==> config.mk <==
export PLATFORM = sky130hd
export DESIGN_NAME = dec_to_bin
export DESIGN_NICKNAME = d
export VERILOG_FILES = /design/src/rtl/dec_to_bin.sv
export SDC_FILE = /design/constraint.sdc
export NUM_CORES = 1
export LEC_CHECK = 0
export CORE_UTILIZATION = 55
export DETAILED_ROUTE_END_ITERATION = 16
export GPL_TIMING_DRIVEN = 0
export PLACE_DENSITY = 0.93
export SLEW_MARGIN = 0
export SYNTH_ARGS = -nofsm -noshare
export SYNTH_HDL_FRONTEND = slang
export SYNTH_SLANG_ARGS = --single-unit
==> constraint.sdc <==
create_clock -name clk -period 3.9 [get_ports clk]
set_input_delay 0.585 -clock clk [delete_from_list [all_inputs] [get_ports clk]]
set_output_delay 0.585 -clock clk [all_outputs]
set_load 0.01 [all_outputs]
==> src/rtl/dec_to_bin.sv <==
// ---------------------------------------------------------------------------
// dec_to_bin
//
// Converts an operator-entered BCD temperature (sign, hundreds, tens, units,
// tenths) into the DS18B20 12-bit two's-complement format (1/16 degC per LSB,
// sign-extended to 16 bits), plus the signed 8-bit integer used for TH/TL
// alarm-register writes.
//
// The integer part is converted by counting the BCD value down to zero while
// counting a binary register up, one step per F1M-qualified clk edge. An
// integer value N takes N+2 F1M edges from load to done.
//
// Optional feature: define DEC_TO_BIN_CLAMP_EN to saturate results whose
// magnitude exceeds MAX_POS.0 (positive) or MAX_NEG.0 (negative) and flag
// them on out_of_range. Without it, integers above 127 wrap and
// out_of_range is tied low.
//
// Ports:
//   clk             system clock
//   rst_n           asynchronous active-low reset
//   F1M             clock enable; state advances only on edges with F1M=1
//   dec_temperature BCD input [15:12] hundreds .. [3:0] tenths
//   dec_sign        1 = negative
//   convert_en      start request, sampled only while idle
//   busy            high from load edge until finish edge
//   done            one-clk pulse when results update
//   bcd_err         last request had a digit >9 (sticky until next load)
//   out_of_range    last result was saturated
//   bin_temperature DS18B20 format, sign-extended to 16 bits
//   bin_integer     signed integer part, truncated toward zero
// ---------------------------------------------------------------------------
module dec_to_bin #(
    parameter int MAX_POS = 125,
    parameter int MAX_NEG = 55
) (
    input  logic        clk,
    input  logic        rst_n,
    input  logic        F1M,
    input  logic [15:0] dec_temperature,
    input  logic        dec_sign,
    input  logic        convert_en,
    output logic        busy,
    output logic        done,
    output logic        bcd_err,
    output logic        out_of_range,
    output logic [15:0] bin_temperature,
    output logic [7:0]  bin_integer
);

    localparam logic [1:0] S_IDLE   = 2'd0;
    localparam logic [1:0] S_COUNT  = 2'd1;
    localparam logic [1:0] S_FINISH = 2'd2;

    // Limits expressed in 1/16 degC so the whole magnitude (integer and
    // fraction) can be compared in one go.
    localparam logic [11:0] POS_LIM = 12'(MAX_POS * 16);
    localparam logic [11:0] NEG_LIM = 12'(MAX_NEG * 16);

    logic [1:0] state;
    logic [3:0] cnt_h, cnt_t, cnt_u;   // BCD down-counter (integer part)
    logic [7:0] cnt_bin;               // binary up-counter
    logic [3:0] frac4;                 // tenths converted to sixteenths
    logic       sign_q;

    logic [3:0] in_h, in_t, in_u, in_d;
    logic       digit_bad;
    logic       cnt_zero;

    assign in_h = dec_temperature[15:12];
    assign in_t = dec_temperature[11:8];
    assign in_u = dec_temperature[7:4];
    assign in_d = dec_temperature[3:0];

    assign digit_bad = (in_h > 4'd9) || (in_t > 4'd9) ||
                       (in_u > 4'd9) || (in_d > 4'd9);
    assign cnt_zero  = (cnt_h == 4'd0) && (cnt_t == 4'd0) && (cnt_u == 4'd0);

    // round(d * 1.6): tenths digit to nearest sixteenth
    function automatic logic [3:0] tenths_to_frac(input logic [3:0] d);
        case (d)
            4'd0:    tenths_to_frac = 4'd0;
            4'd1:    tenths_to_frac = 4'd2;
            4'd2:    tenths_to_frac = 4'd3;
            4'd3:    tenths_to_frac = 4'd5;
            4'd4:    tenths_to_frac = 4'd6;
            4'd5:    tenths_to_frac = 4'd8;
            4'd6:    tenths_to_frac = 4'd10;
            4'd7:    tenths_to_frac = 4'd11;
            4'd8:    tenths_to_frac = 4'd13;
            4'd9:    tenths_to_frac = 4'd14;
            default: tenths_to_frac = 4'd0;
        endcase
    endfunction

    // ------------------------------------------------------------------
    // Result formatting, consumed on the FINISH edge
    // ------------------------------------------------------------------
    logic [10:0] mag11;
    logic [15:0] res_pos;
    logic [15:0] res_bin;
    logic [7:0]  res_int;
    logic        res_oor;

    always_comb begin
        // Only 7 integer bits fit the sensor format; bit 7 wraps away.
        mag11   = {cnt_bin[6:0], frac4};
        res_pos = {5'b0, mag11};
        res_bin = sign_q ? (16'd0 - res_pos) : res_pos;
        res_int = sign_q ? (8'd0 - cnt_bin) : cnt_bin;
        res_oor = 1'b0;
`ifdef DEC_TO_BIN_CLAMP_EN
        // Compare the full 12-bit magnitude so that e.g. 125.1 saturates
        // while 125.0 is still in range.
        if (!sign_q && ({cnt_bin, frac4} > POS_LIM)) begin
            res_bin = {4'b0, POS_LIM};
            res_int = 8'(MAX_POS);
            res_oor = 1'b1;
        end else if (sign_q && ({cnt_bin, frac4} > NEG_LIM)) begin
            res_bin = 16'd0 - {4'b0, NEG_LIM};
            res_int = 8'd0 - 8'(MAX_NEG);
            res_oor = 1'b1;
        end
`endif
    end

    // ------------------------------------------------------------------
    // Control and datapath
    // ------------------------------------------------------------------
    always_ff @(posedge clk or negedge rst_n) begin
        if (!rst_n) begin
            state           <= S_IDLE;
            cnt_h           <= 4'd0;
            cnt_t           <= 4'd0;
            cnt_u           <= 4'd0;
            cnt_bin         <= 8'd0;
            frac4           <= 4'd0;
            sign_q          <= 1'b0;
            busy            <= 1'b0;
            done            <= 1'b0;
            bcd_err         <= 1'b0;
            bin_temperature <= 16'h0000;
            bin_integer     <= 8'h00;
        end else begin
            // done is a single clk pulse even when F1M is slow.
            done <= 1'b0;
            if (F1M) begin
                case (state)
                    S_IDLE: begin
                        if (convert_en) begin
                            if (digit_bad) begin
                                bcd_err <= 1'b1;
                            end else begin
                                bcd_err <= 1'b0;
                                busy    <= 1'b1;
                                cnt_h   <= in_h;
                                cnt_t   <= in_t;
                                cnt_u   <= in_u;
                                cnt_bin <= 8'd0;
                                frac4   <= tenths_to_frac(in_d);
                                sign_q  <= dec_sign;
                                state   <= S_COUNT;
                            end
                        end
                    end

                    S_COUNT: begin
                        if (cnt_zero) begin
                            state <= S_FINISH;
                        end else begin
                            cnt_bin <= cnt_bin + 8'd1;
                            // decimal decrement with borrow
                            if (cnt_u != 4'd0) begin
                                cnt_u <= cnt_u - 4'd1;
                            end else begin
                                cnt_u <= 4'd9;
                                if (cnt_t != 4'd0) begin
                                    cnt_t <= cnt_t - 4'd1;
                                end else begin
                                    cnt_t <= 4'd9;
                                    cnt_h <= cnt_h - 4'd1;
                                end
                            end
                        end
                    end

                    S_FINISH: begin
                        bin_temperature <= res_bin;
                        bin_integer     <= res_int;
                        busy            <= 1'b0;
                        done            <= 1'b1;
                        state           <= S_IDLE;
                    end

                    default: begin
                        state <= S_IDLE;
                        busy  <= 1'b0;
                    end
                endcase
            end
        end
    end

`ifdef DEC_TO_BIN_CLAMP_EN
    logic oor_q;

    // Cleared by any accepted load, updated on the finish edge.
    always_ff @(posedge clk or negedge rst_n) begin
        if (!rst_n) begin
            oor_q <= 1'b0;
        end else if (F1M) begin
            if (state == S_IDLE && convert_en && !digit_bad)
                oor_q <= 1'b0;
            else if (state == S_FINISH)
                oor_q <= res_oor;
        end
    end

    assign out_of_range = oor_q;
`else
    // Limits and saturation flag have no function in the wrapping build.
    logic unused_clamp;
    assign unused_clamp = ^{POS_LIM, NEG_LIM, res_oor};
    assign out_of_range = 1'b0;
`endif

endmodule

==> impl_results.md, run 1 <==
- Post-cts hold buffer count: 0
- Number of vias per cell: 5.78
- RD Place Congestion: between 0.8 and 0.9
- DP Cell Count: approximately 450
- Clock latency on the worst-skew pair: 0.32 ns
- Max-cap viol count: 0
- Met1 WL: 2750 µm
- Count leader, synth: dfrtp_1
- Die ar.: 5570 µm²
- RSZ-0062 raised after global routing: false
- Area occupied by multi-input gates: 1480 µm²
- Post-synth top area cell: dfrtp_1
- Async set or reset register ratio after synthesis: 100%
- Setup Buffers After CTS: 0
- Crit path kind: in2reg
- Detail Route Antenna Nets: 0
- Final period util: around 70%
- Fin. max-slew vios: 0
- Placeable core region: 5110 µm²
- Area contributors post-synth: dfrtp_1 43%, o21ai_0 8.1%, nand2_1 5.9%, ha_1 3.9%, a21oi_1 3.6%
- Synth warn: 0
- Sequential share of the synthesized area: 43.1%
- Simple-gate share of the synthesized area: 19.5%
- Met2 WL: around 3600 µm
- Worst r2r dst: cnt_bin[5]
- Yosys cell types: 50
- DR WL met3: 373 µm
- Post-Route WL: 6860 µm
- Lkg Pwr: 0.00163 µW
- Slowest-stage cell, CP: clkdlybuf4s50_1
- Global-route wire length before repair: 11200 µm
- Final setup TNS: 0 ns
- DRT iter0 DRCs: approximately 140
- Share of cells above drive strength 1: 6.46%
- Top cells by count, synth: 50 x dfrtp_1, 47 x o21ai_0, 46 x nand2_1
- R2R cell count: 7
- Top FF cell, synth: dfrtp_1
- Final hold vios: 0
- Worst Skew: 0.00992 ns
- Crit. End Element: flip-flop
- Detailed-placement wirelength estimate: 5080 µm
- CTS tree: built
- Syn nets: ~360
- R2R Setup Slk: around 1.6 ns
- Max IR drop VDD: 291 µV
- Mux share of post-synthesis cell area: 2.07%
- Transition time of the tightest slew-check pin: 0.698 ns
- Detailed-route via count: ~2600
- Area grow syn2layout: 23.2%
- Grt total ovfl: 0
- Final-layout fill cell count: approximately 400
- CP max FO: 10
- Mean Syn Cell Area: 8.74 µm²
- Top Metal Used: met4
- CP arrival: 3.04 ns
- Crit-path cells: clkdlybuf4s50_1 -> inv_1 -> ha_1 -> o21ba_2 -> o2111a_1 -> a31oi_4 -> clkbuf_1 -> o21ai_0 -> a21oi_1
- Clk buf depth: 2
- Cts repair resizes: 0
- First-pass iteration count of the detailed router: 5
- Initial antenna violation count: 0
- Die width: 74.7 µm
- Htree depth: 2
- Max Freq: 357 MHz
- Ant diodes: 0
- Final cell count without fillers: 457
- Clock Sinks: 50
- Num rows: 26
- Total power: about 1600 µW
- Post-synth EDFFs: 0
- Setup violators final: 0
- Req. time, crit path: 4.14 ns
- Crit-path max cell delay: 0.54 ns
- Clock transition at path regs: 0.10 ns
- Cts bufs inserted: 5
- Reg2reg start: cnt_h[0]
- Post-Synth Adder-Cell Area: under 10%
- Synth top area share: 43.1%
- Layout Nets: 416
- Min-Delay Path Class: in2async
- Post-Syn Instances: 332
- Register area: 1250 µm²
- Worst Setup Start Kind: input port
- Total GRT Usage: 26.7%
- Port-buffer cells: 46
- #FFs+latches synth: 50
- Rel. slew slack: 53.0%
- Largest net degree at the start of global routing: 34
- Root Buffer: clkbuf_8
- Number of global-route vias before repair: 2422
- Compound-Gate Fraction of Synth Area: 20.7%
- Cell area after synthesis: 2900 µm²
- Initial Util: approximately 57%
- Avg WL per Cell: 15.0 µm
- Num ports: 49
- Outcome: complete, no violations
- XOR/XNOR Fraction of Synth Area: 4.53%
- DRC: 0
- Chip height: between 70 and 80 µm
- Main combinational cell family by area after synthesis: compound AO/OA/AOI/OAI gates
- PD cells: 454 nW/µm²
- Crit path time final: 2.80 ns
==> area by class of cell <==
cell class              count  area share (%)
clock buffers               6            2.03
multi-input cells         244            41.3
clock inverters             2            1.05
repair buffers             47            13.3
inverters                  16            1.68
well taps                  70            2.45
plain buffers              22            3.25
flip-flops and latches     50            35.0
==> worst max-delay path by stage <==
stage	start	end	slack, ns	depth (start not counted)
final	dec_temperature[1]	cnt_bin[5]	1.10	9
after global routing	dec_temperature[1]	cnt_u[2]	0.98	9
after CTS	dec_temperature[1]	cnt_bin[5]	1.11	9
after detailed placement	dec_temperature[1]	cnt_u[2]	0.82	9
after global placement	rst_n	cnt_h[1]	0.88	1
after floorplan	dec_temperature[1]	cnt_h[0]	1.71	8
==> kinds of logic after synthesis <==
| group | Yosys count |
|---|---|
| compound gates | 100 |
| xor+xnor | 15 |
| fa+ha+maj | 9 |
| buf+inv | 38 |
| flops | 50 |
| mux | 6 |
| other cells | 1 |
| simple gates | 113 |
==> worst max-delay path: cells and delay by family <==
kind,cells,cell delay (ns)
compound gates,5,1.14
buf+inv,3,1.07
fa+ha+maj,1,0.24
==> power by group <==
| part | leakage (µW) | internal [µW] | switching, µW |
|---|---|---|---|
| logic | 0.000953 | 255 | 281 |
| clock network | 0.0000514 | 192 | 184 |
| registers | 0.000627 | 609 | 105 |
| total | 0.00163 | 1060 | 569 |
==> per-stage QoR <==
step | hold slack [ns] | instance area (µm²) | setup slack, ns | utilization (%)
finish | 0.188 | 3580 | 1.10 | 70.0
global route | 0.232 | 3580 | 0.975 | 70.0
CTS | 0.214 | 3580 | 1.11 | 70.0
detailed placement | 0.469 | 3470 | 0.817 | 67.9
global placement | 0.463 | 3450 | 0.877 | 67.6
floorplan | 0.289 | 2900 | 1.71 | -
==> state kept, by name, indices dropped and copies added (netlist names), 2 cells and up <==
name	flops
cnt_t	4
cnt_h	4
bin_temperature	12
state	2
cnt_u	4
cnt_bin	8
bin_integer	8
frac4	4
==> cell usage in the layout, fill, tap and decap left out, types with 4 or more instances in the layout <==
cell and n:
buf_4 7, o21ai_0 47, clkbuf_1 14, xor2_1 7
nand4_1 4, or3_1 8, a21oi_1 21, o31ai_1 7
nand3_1 11, xnor2_1 8, clkbuf_8 5, nor3_1 4
dfrtp_1 50, o22ai_1 4, ha_1 9, nor2_1 15
nand2_1 46, a31oi_1 5, mux2i_1 6, clkdlybuf4s50_1 45
inv_1 16
==> metal layers <==
layer,vias to the layer above,GRT usage [%]
met1,1236,30.3
met4,0,9.43
met3,21,4.69
li1,1281,-
met2,103,50.1
met5,-,0
No activity file was read; power rests on OpenSTA's default activity.
==> run 2: changes to the inputs <==
--- a/config.mk
+++ b/config.mk
@@ -5,10 +5,10 @@
 export SDC_FILE = /design/constraint.sdc
 export NUM_CORES = 1
 export LEC_CHECK = 0
-export CORE_UTILIZATION = 55
+export CORE_UTILIZATION = 48
 export DETAILED_ROUTE_END_ITERATION = 16
 export GPL_TIMING_DRIVEN = 0
-export PLACE_DENSITY = 0.93
+export PLACE_DENSITY = 0.87
 export SLEW_MARGIN = 0
 export SYNTH_ARGS = -nofsm -noshare
 export SYNTH_HDL_FRONTEND = slang
==> constraint.sdc (replaced) <==
create_clock -name clk -period 2.28 [get_ports clk]
set_input_delay 0.342 -clock clk [delete_from_list [all_inputs] [get_ports clk]]
set_output_delay 0.342 -clock clk [all_outputs]
set_load 0.01 [all_outputs]
==> run 2 against run 1 <==
  * The run now ends with hold timing left
  * Sequential power grew 69%
  * Final cell count grew 1.8%
  * Clock-buffer cell count shrank 1
  * Register-to-register slack lost 1.5 ns
  * Sequential cell count is the same
  * Non-clock buffer count grew 7
  * Die area grew 14%
  * Sequential share of layout area shrank 0.46 points
==> impl_results.md, run 2 (synthesis gave the netlist of run 1 again) <==
- PD cells: 732 nW/µm²
- Max IR drop VDD: roughly 370 µV
- Cts bufs inserted: 5
- Setup violators final: 0
- Req. time, crit path: approximately 2.5 ns
- Worst Setup Start Kind: flip-flop
- Detail Route Antenna Nets: 0
- CP arrival: 2.34 ns
- Detailed-placement wirelength estimate: between 4000 and 5000 µm
- Met2 WL: roughly 3300 µm
- Initial antenna violation count: 0
- Number of global-route vias before repair: around 2500
- Number of vias per cell: 5.72
- DRC: 0
- Crit path time final: 2.16 ns
- Clock Sinks: 50
- Leading cell type in the layout, fill and taps excluded: dfrtp_1
- Num ports: 49
- Violated checks: hold timing
- Slowest-stage cell, CP: or3b_2
- Clk buf depth: 2
- Worst Skew: a little under 0.01 ns
- Largest net degree at the start of global routing: 30
- DR WL met3: 329 µm
- Fin. max-slew vios: 0
- Met1 WL: 2890 µm
- Crit-path cells: inv_1 -> ha_1 -> or3b_2 -> o31ai_2 -> nand2_1 -> xnor2_1 -> o21ai_0
- Lkg Pwr: about 0.0017 µW
- Clock transition at path regs: 0.10 ns
- Min-Delay Path Class: in2async
- Global-route wire length before repair: 11500 µm
- Final period util: a little over nine tenths
- Post-Route WL: 6630 µm
- Layout Nets: 423
- Num rows: 27
- CP top delay family: simple AND/OR/NAND/NOR gates
- Htree depth: 2
- Crit path kind: reg2reg
- Most frequent cells in the layout: 50 x dfrtp_1, 47 x o21ai_0, 46 x nand2_1
- Area grow syn2layout: 24.8%
- Final WS setup: around 0.12 ns
- WP buf/inv: 1
- Crit. End Element: flip-flop
- Grt total ovfl: 0
- Rel. slew slack: 60.8%
- Area occupied by multi-input gates: 1480 µm²
- Initial Util: 51.1%
- Share of cells above drive strength 1: 9.41%
- Max reg flops: 12
- Register area: roughly 1300 µm²
- Largest regs: bin_temperature: 12 flops, bin_integer: 8 flops, cnt_bin: 8 flops
- Root Buffer: clkbuf_8
- Placeable core region: 5680 µm²
- Final hold vios: 21
- Avg WL per Cell: 14.3 µm
- Most flop-heavy register: bin_temperature
- Crit-path max cell delay: 0.48 ns
- Total GRT Usage: 22.8%
- DRT iter0 DRCs: 212
- CP max FO: 7
- Clock latency on the worst-skew pair: 0.30 ns
- Die ar.: 6360 µm²
- RSZ-0062 raised after global routing: false
- First-pass iteration count of the detailed router: 4
- Total power: 2650 µW
- Post-cts hold buffer count: 0
- Top Metal Used: met4
- CTS tree: built
- RD Place Congestion: 0.922
- Outcome: finished with violations
- Max Freq: 463 MHz
- Port-buffer cells: 46
- Final-layout fill cell count: 482
- Die width: roughly 80 µm
- Hold WS: -0.0171 ns
- Detailed-route via count: between 2000 and 3000
- Ant diodes: 0
- Max-cap viol count: 0
- Transition time of the tightest slew-check pin: 0.583 ns
- Placement Setup Slack: -0.565 ns
- Chip height: 79.8 µm
[run 2: cell types whose count changed in the layout (fill, tap and decap cells not counted), moves of 2 or more]
cell | previous run | this run
buf_4 | 7 | 13
clkbuf_1 | 14 | 12
clkdlybuf4s50_1 | 45 | 43
dlymetal6s2s_1 | 0 | 2
[run 2: cell type report]
cell class	instances	share of cell area, %
clock buffers	5	1.90
clock inverters	2	0.414
repair buffers	54	14.6
flip-flops and latches	50	34.5
inverters	16	1.66
well taps	72	2.49
multi-input cells	244	41.0
plain buffers	22	3.42
[run 2: final timing paths]
check,depth (start not counted),start,to,slack [ns]
worst max-delay path,7,cnt_bin[0],bin_temperature[10],0.12
worst min-delay path,1,rst_n,bin_integer[4],-0.02
worst max register to register,7,cnt_bin[0],bin_temperature[10],0.12
worst min register to register,2,bin_temperature[2],bin_temperature[2],0.49
max in group asynchronous,2,rst_n,cnt_t[2],1.76
min in group clk,2,F1M,state[0],0.44
[run 2: stage by stage]
step / hold slack [ns] / TNS [ns] / instances / util, % / instance area (µm²)
finish: -0.0171 / 0 / 465 / 63.8 / 3620
global route: 0.0143 / 0 / 465 / 63.8 / 3620
CTS: 0.000172 / 0 / 460 / 63.0 / 3580
detailed placement: 0.335 / -8.99 / 451 / 61.1 / 3470
global placement: 0.464 / -34.82 / 450 / 60.8 / 3450
floorplan: 0.0464 / 0 / 332 / - / 2900
[run 2: timing repair]
item                       CTS  global route
resized for setup            4             6
setup endpoints to repair   12            19
pin swaps                    1             3
cloned                       0             1
buffers inserted             2             4
[run 2: worst register-to-register path, stage by stage (launching register included)]
cell and delay (ns):
dfrtp_1 0.46, inv_1 0.21, ha_1 0.23, or3b_2 0.49, o31ai_2 0.27, nand2_1 0.13
xnor2_1 0.16, o21ai_0 0.09
[run 2: where the power goes]
| group | switching [µW] | leakage, µW | internal, µW |
|---|---|---|---|
| Sequential | 167 | 0.000627 | 1040 |
| Clock | 304 | 0.0000362 | 210 |
| Combinational | 481 | 0.00101 | 448 |
[run 2: layer usage]
metal  track usage [%]  vias up
met5                 0        -
met4              7.14        0
met3              3.09        9
met2              39.7       98
met1              29.2     1264
li1                  -     1287
